**config.mk**
```make
export PLATFORM = sky130hd
export DESIGN_NAME = cruise_input_conditioner
export DESIGN_NICKNAME = d
export VERILOG_FILES = /design/src/rtl/cruise_input_conditioner.sv
export SDC_FILE = /design/constraint.sdc
export NUM_CORES = 1
export LEC_CHECK = 0
export CAP_MARGIN = 20
export CORE_UTILIZATION = 45
export CTS_CLUSTER_DIAMETER = 100
export DETAILED_ROUTE_END_ITERATION = 8
export PLACE_DENSITY = 0.74
export SLEW_MARGIN = 30
export SYNTH_ARGS = -nofsm -noshare
export SYNTH_HDL_FRONTEND = slang
export SYNTH_SLANG_ARGS = --single-unit
```
**constraint.sdc**
```tcl
create_clock -name clk -period 2.9 [get_ports clk]
set_clock_uncertainty 0.15 [all_clocks]
set_input_delay 0.29 -clock clk [delete_from_list [all_inputs] [get_ports clk]]
set_output_delay 0.29 -clock clk [all_outputs]
set_load 0.02 [all_outputs]
```
**src/rtl/cruise_input_conditioner.sv**
```systemverilog
// Cruise control input front end: synchronizes and debounces the raw driver pedals
// and switches, producing clean levels and single-cycle, prioritized command pulses.
module cruise_input_conditioner #(
    parameter int DB_CYCLES    = 4,
    parameter int REPEAT_DELAY = 8,
    parameter int REPEAT_RATE  = 4,
    parameter int CW           = 8
) (
    input  logic       clk,
    input  logic       reset,
    input  logic       throttle_raw,
    input  logic       brake_raw,
    input  logic       set_raw,
    input  logic       resume_raw,
    input  logic       accel_raw,
    input  logic       coast_raw,
    input  logic       cancel_raw,
    output logic       throttle,
    output logic       brake,
    output logic       set,
    output logic       resume,
    output logic       accel,
    output logic       coast,
    output logic       cancel,
    output logic [1:0] repeat_state
);
    localparam int N     = 7;
    localparam int I_THR = 0;
    localparam int I_BRK = 1;
    localparam int I_SET = 2;
    localparam int I_RES = 3;
    localparam int I_ACC = 4;
    localparam int I_COA = 5;
    localparam int I_CAN = 6;

    typedef enum logic [1:0] {
        R_IDLE   = 2'd0,
        R_DELAY  = 2'd1,
        R_REPEAT = 2'd2
    } rstate_t;

    logic [N-1:0]  raw;
    logic [N-1:0]  s1;
    logic [N-1:0]  s2;
    logic [N-1:0]  db;
    logic [CW-1:0] cnt [N];
    logic [N-1:2]  db_q;
    logic [N-1:2]  press;

    assign raw = {cancel_raw, coast_raw, accel_raw, resume_raw,
                  set_raw, brake_raw, throttle_raw};

    // Two-flop synchronizers feeding one stability counter per input.
    always_ff @(posedge clk or posedge reset) begin
        if (reset) begin
            s1   <= '0;
            s2   <= '0;
            db   <= '0;
            db_q <= '0;
            for (int i = 0; i < N; i++) begin
                cnt[i] <= '0;
            end
        end else begin
            s1   <= raw;
            s2   <= s1;
            db_q <= db[N-1:2];
            for (int i = 0; i < N; i++) begin
                if (s2[i] == db[i]) begin
                    cnt[i] <= '0;
                end else if (cnt[i] == CW'(DB_CYCLES - 1)) begin
                    db[i]  <= s2[i];
                    cnt[i] <= '0;
                end else begin
                    cnt[i] <= cnt[i] + CW'(1);
                end
            end
        end
    end

    assign press    = db[N-1:2] & ~db_q;
    assign throttle = db[I_THR];
    // The raw synchronized level asserts brake without waiting for debounce.
    assign brake    = s2[I_BRK] | db[I_BRK];

    rstate_t       state;
    rstate_t       state_nx;
    logic          key;
    logic          key_nx;
    logic [CW-1:0] rcnt;
    logic [CW-1:0] rcnt_nx;
    logic          acc_req;
    logic          coa_req;
    logic          kill;
    logic          hi_cmd;
    logic          key_held;
    logic          other_rise;

    assign kill       = brake | press[I_CAN];
    assign hi_cmd     = press[I_SET] | press[I_RES];
    assign key_held   = key ? db[I_COA] : db[I_ACC];
    assign other_rise = key ? press[I_ACC] : press[I_COA];

    always_ff @(posedge clk or posedge reset) begin
        if (reset) begin
            state <= R_IDLE;
            key   <= 1'b0;
            rcnt  <= '0;
        end else begin
            state <= state_nx;
            key   <= key_nx;
            rcnt  <= rcnt_nx;
        end
    end

    // key: 0 = accel, 1 = coast.
    always_comb begin
        state_nx = state;
        key_nx   = key;
        rcnt_nx  = rcnt;
        acc_req  = 1'b0;
        coa_req  = 1'b0;
        case (state)
            R_IDLE: begin
                if (!kill && !hi_cmd && (press[I_ACC] ^ press[I_COA])) begin
                    acc_req  = press[I_ACC];
                    coa_req  = press[I_COA];
                    key_nx   = press[I_COA];
                    rcnt_nx  = '0;
                    state_nx = R_DELAY;
                end
            end
            R_DELAY: begin
                if (kill || !key_held || other_rise) begin
                    rcnt_nx  = '0;
                    state_nx = R_IDLE;
                end else if (rcnt == CW'(REPEAT_DELAY - 1)) begin
                    acc_req  = ~key;
                    coa_req  = key;
                    rcnt_nx  = '0;
                    state_nx = R_REPEAT;
                end else begin
                    rcnt_nx = rcnt + CW'(1);
                end
            end
            R_REPEAT: begin
                if (kill || !key_held || other_rise) begin
                    rcnt_nx  = '0;
                    state_nx = R_IDLE;
                end else if (rcnt == CW'(REPEAT_RATE - 1)) begin
                    acc_req = ~key;
                    coa_req = key;
                    rcnt_nx = '0;
                end else begin
                    rcnt_nx = rcnt + CW'(1);
                end
            end
            default: begin
                rcnt_nx  = '0;
                state_nx = R_IDLE;
            end
        endcase
    end

    assign repeat_state = state;

    logic set_nx;
    logic resume_nx;
    logic accel_nx;
    logic coast_nx;
    logic cancel_nx;

    // Cancel overrides everything; brake blocks the rest; lower events are dropped.
    always_comb begin
        cancel_nx = press[I_CAN];
        set_nx    = 1'b0;
        resume_nx = 1'b0;
        accel_nx  = 1'b0;
        coast_nx  = 1'b0;
        if (!press[I_CAN] && !brake) begin
            if (press[I_SET]) begin
                set_nx = 1'b1;
            end else if (press[I_RES]) begin
                resume_nx = 1'b1;
            end else begin
                accel_nx = acc_req;
                coast_nx = coa_req;
            end
        end
    end

    always_ff @(posedge clk or posedge reset) begin
        if (reset) begin
            set    <= 1'b0;
            resume <= 1'b0;
            accel  <= 1'b0;
            coast  <= 1'b0;
            cancel <= 1'b0;
        end else begin
            set    <= set_nx;
            resume <= resume_nx;
            accel  <= accel_nx;
            coast  <= coast_nx;
            cancel <= cancel_nx;
        end
    end

endmodule

```
==> results.yml <==
outcome:
  outcome: "complete, no violations"
place:
  dpl.hpwl_mm: 4.75
  numPortBuffers: 17
  dp_cells: 528
  placed_area_um2: 4660
  gp_congestion: 0.772
cells_and_area:
  fillers: 785
  diodes: 0
  final_layout_size_suffix_gt1_frac: 0.0843
  final_cells: 544
  final_util: 0.526
  fin_nets: 432
  syn_to_final_growth_pct: 13.2
  seq_area_um2: 2450
  finalInstanceArea_um2: 4860
  multi_input_area_um2: 1810
power_and_ir_drop:
  seqPwrFrac: 0.497
  switching_share: 0.337
  combPwrFrac: 0.254
  leakage_nw: 2.23
  pwr-share-clk: 0.249
  peakVddDrop_v: 0.000390
  p_int_mw: 2.38
  powerDensity_nw_per_um2: 740
  p_sw_mw: 1.21
die:
  die_h_um: 99.7
  core_um2: 9240
  dieArea_um2: 9930
  initial_core_util: 0.465
  die_x_um: 99.7
  row_count: 35
  pin_count: 18
logic_synthesis:
  synth_area_leaders: "dfrtp_1, xor2_1, nor2_1"
  synthTopCellsByCount: "dfrtp_1, nor2_1, xor2_1, nand3_1, nand2_1"
  synthCells: 380
  synth_nets: 402
  synthArstFlopShare: 1.00
  synth_most_common_cell: "dfrtp_1"
  synthesis.area_um2: 4290
  synth_top_area_frac: 0.571
  synth_cell_types: 44
  avgSynthCellArea_um2: 11.3
  yosysWarnings: 0
  yosysSeqAreaShare: 0.571
  synth-edff-count: 0
  synth_top_area_cell: "dfrtp_1"
  synth_seq_cells: 98
  ys.flop_type: "dfrtp_1"
sta:
  setup_viol: 0
  fin_crit_ns: 2.38
  hold_viol: 0
  relSlewSlack: 0.525
  rsz0062_at_grt: "no"
  tightest_slew_ns: 0.695
  tns_ns: 0
  final-max-slew-violation-count: 0
  finalCritPeriodShare: 0.820
  fmax_ghz: 0.421
clock_network:
  cts-htree-levels: 3
  cts_setup_buffers: 0
  cts_tree: "yes"
  cts_buffers: 9
  cts_hold_buf: 0
  clk_latency_ns: 0.36
  cts-root-buf: "clkbuf_8"
  cts_resized: 0
  cts_sinks: 98
  clkTransAtPathRegs_ns: 0.09
  cts_buffer_depth: 2
worst_hold_path:
  hold_start: "s1[0]"
  hp-class: "reg2reg"
  hold_depth: 0
  min_to: "s2[0]"
global_routing:
  busiest_layer: "met2"
  grt_pass1_wl_mm: 12.2
  gr-total-overflow: 0
  met3_usage: 0.0337
  track_usage: 0.156
  use_met1: 0.208
  antenna_found_initial: 0
  grt_max_degree: 99
  met2_usage: 0.247
  grt_pass1_vias: 2785
worst_setup_path:
  cp.arrival_ns: 2.48
  cp-end-kind: "register"
  crit_type: "reg2reg"
  critPathLaunchType: "register"
  critPathRequiredTime_ns: 3.01
  critPathMaxFanout: 7
  startpoint: "repeat_state[0]"
  worst_r2r_endpoint: "rcnt[5]"
  rr_worst_depth: 7
  r2r_slack_ns: 0.52
  crit-reg2reg-launch: "repeat_state[0]"
detailed_routing:
  vias_per_cell: 5.07
  ant_nets: 0
  dr_total_vias: 2758
  drt-pass1-iter-count: 4
  dr.first_iter.drc_count: 166
  routed_wl_mm: 6.81
  drc: 0
  wire_per_inst_um: 12.5
job:
  maxCapViolCount: 0
==> worst max-delay path by stage <==
stage	endpoint	slack, ns
2_1_floorplan	rcnt[5]	0.72
3_3_place_gp	rcnt[6]	0.68
3_5_place_dp	rcnt[5]	0.57
4_1_cts	rcnt[5]	0.56
5_1_grt	rcnt[6]	0.36
6_report	rcnt[5]	0.52
==> routing by layer <==
metal | part of all wire | vias to the layer above | routed length (um)
met1 | 0.48 | 1343 | 3300
met2 | 0.48 | 32 | 3250
met4 | 0.016 | 0 | 107
met3 | 0.022 | 11 | 149
met5 | 0 | - | 0
li1 | - | 1372 | -
==> state kept, by name, indices dropped and copies added (netlist names) <==
| register | cells |
|---|---|
| set | 1 |
| resume | 1 |
| accel | 1 |
| cancel | 1 |
| cnt | 56 |
| s1 | 7 |
| rcnt | 8 |
| key | 1 |
| db_q | 5 |
| coast | 1 |
| s2 | 7 |
| db | 7 |
| repeat_state | 2 |
==> power groups by stage <==
stage          logic, mW  registers (mW)  clock network [mW]
2_1_floorplan      0.637            1.81                   0
3_3_place_gp       0.893            1.81                   0
3_5_place_dp       0.923            1.82                   0
4_1_cts            0.930            1.79               0.928
5_1_grt             1.02            1.83               0.990
6_report           0.913            1.79               0.893
==> placed cells by master, fill, tap and decap left out, types with 7 or more instances in the layout <==
cell type / count
inv_1: 7
xnor2_1: 13
xor2_1: 37
nor4b_1: 8
ha_1: 13
nor2_1: 56
clkbuf_8: 9
clkdlybuf4s50_1: 17
and3_1: 19
nand2_1: 26
nand3_1: 36
dfrtp_1: 98
nor3_1: 8
==> worst max-delay path, stage by stage, from the launching register on <==
cell	delay, ns
dfrtp_1	0.42
inv_1	0.12
ha_1	0.28
nor2b_1	0.08
o21bai_1	0.19
a2111oi_4	0.57
nand2_1	0.18
o311ai_1	0.30
==> cells by family after synthesis <==
group / share of synthesized area
AND/OR/NAND/NOR: 0.208
flip-flops: 0.571
XOR/XNOR: 0.102
AO/OA/AOI/OAI: 0.0568
adder cells (fa/ha/maj): 0.0379
buffers and inverters: 0.00787
multiplexers: 0.0157
==> layout make-up <==
class / count / share of cell area
sequential: 98 / 0.505
tap: 129 / 0.0332
clock inverter: 7 / 0.0162
clock buffer: 9 / 0.0255
multi-input combinational: 273 / 0.372
inverter: 9 / 0.00773
timing repair buffer: 19 / 0.0407
==> metrics by stage <==
step	hold slack (ns)	total power, mW	setup slack, ns
after floorplan	0.171	2.44	0.717
after global placement	0.183	2.70	0.683
after detailed placement	0.185	2.74	0.575
after CTS	0.196	3.65	0.560
after global routing	0.192	3.84	0.358
final	0.205	3.59	0.522
Note: power is estimated with default switching activity, not from simulation.
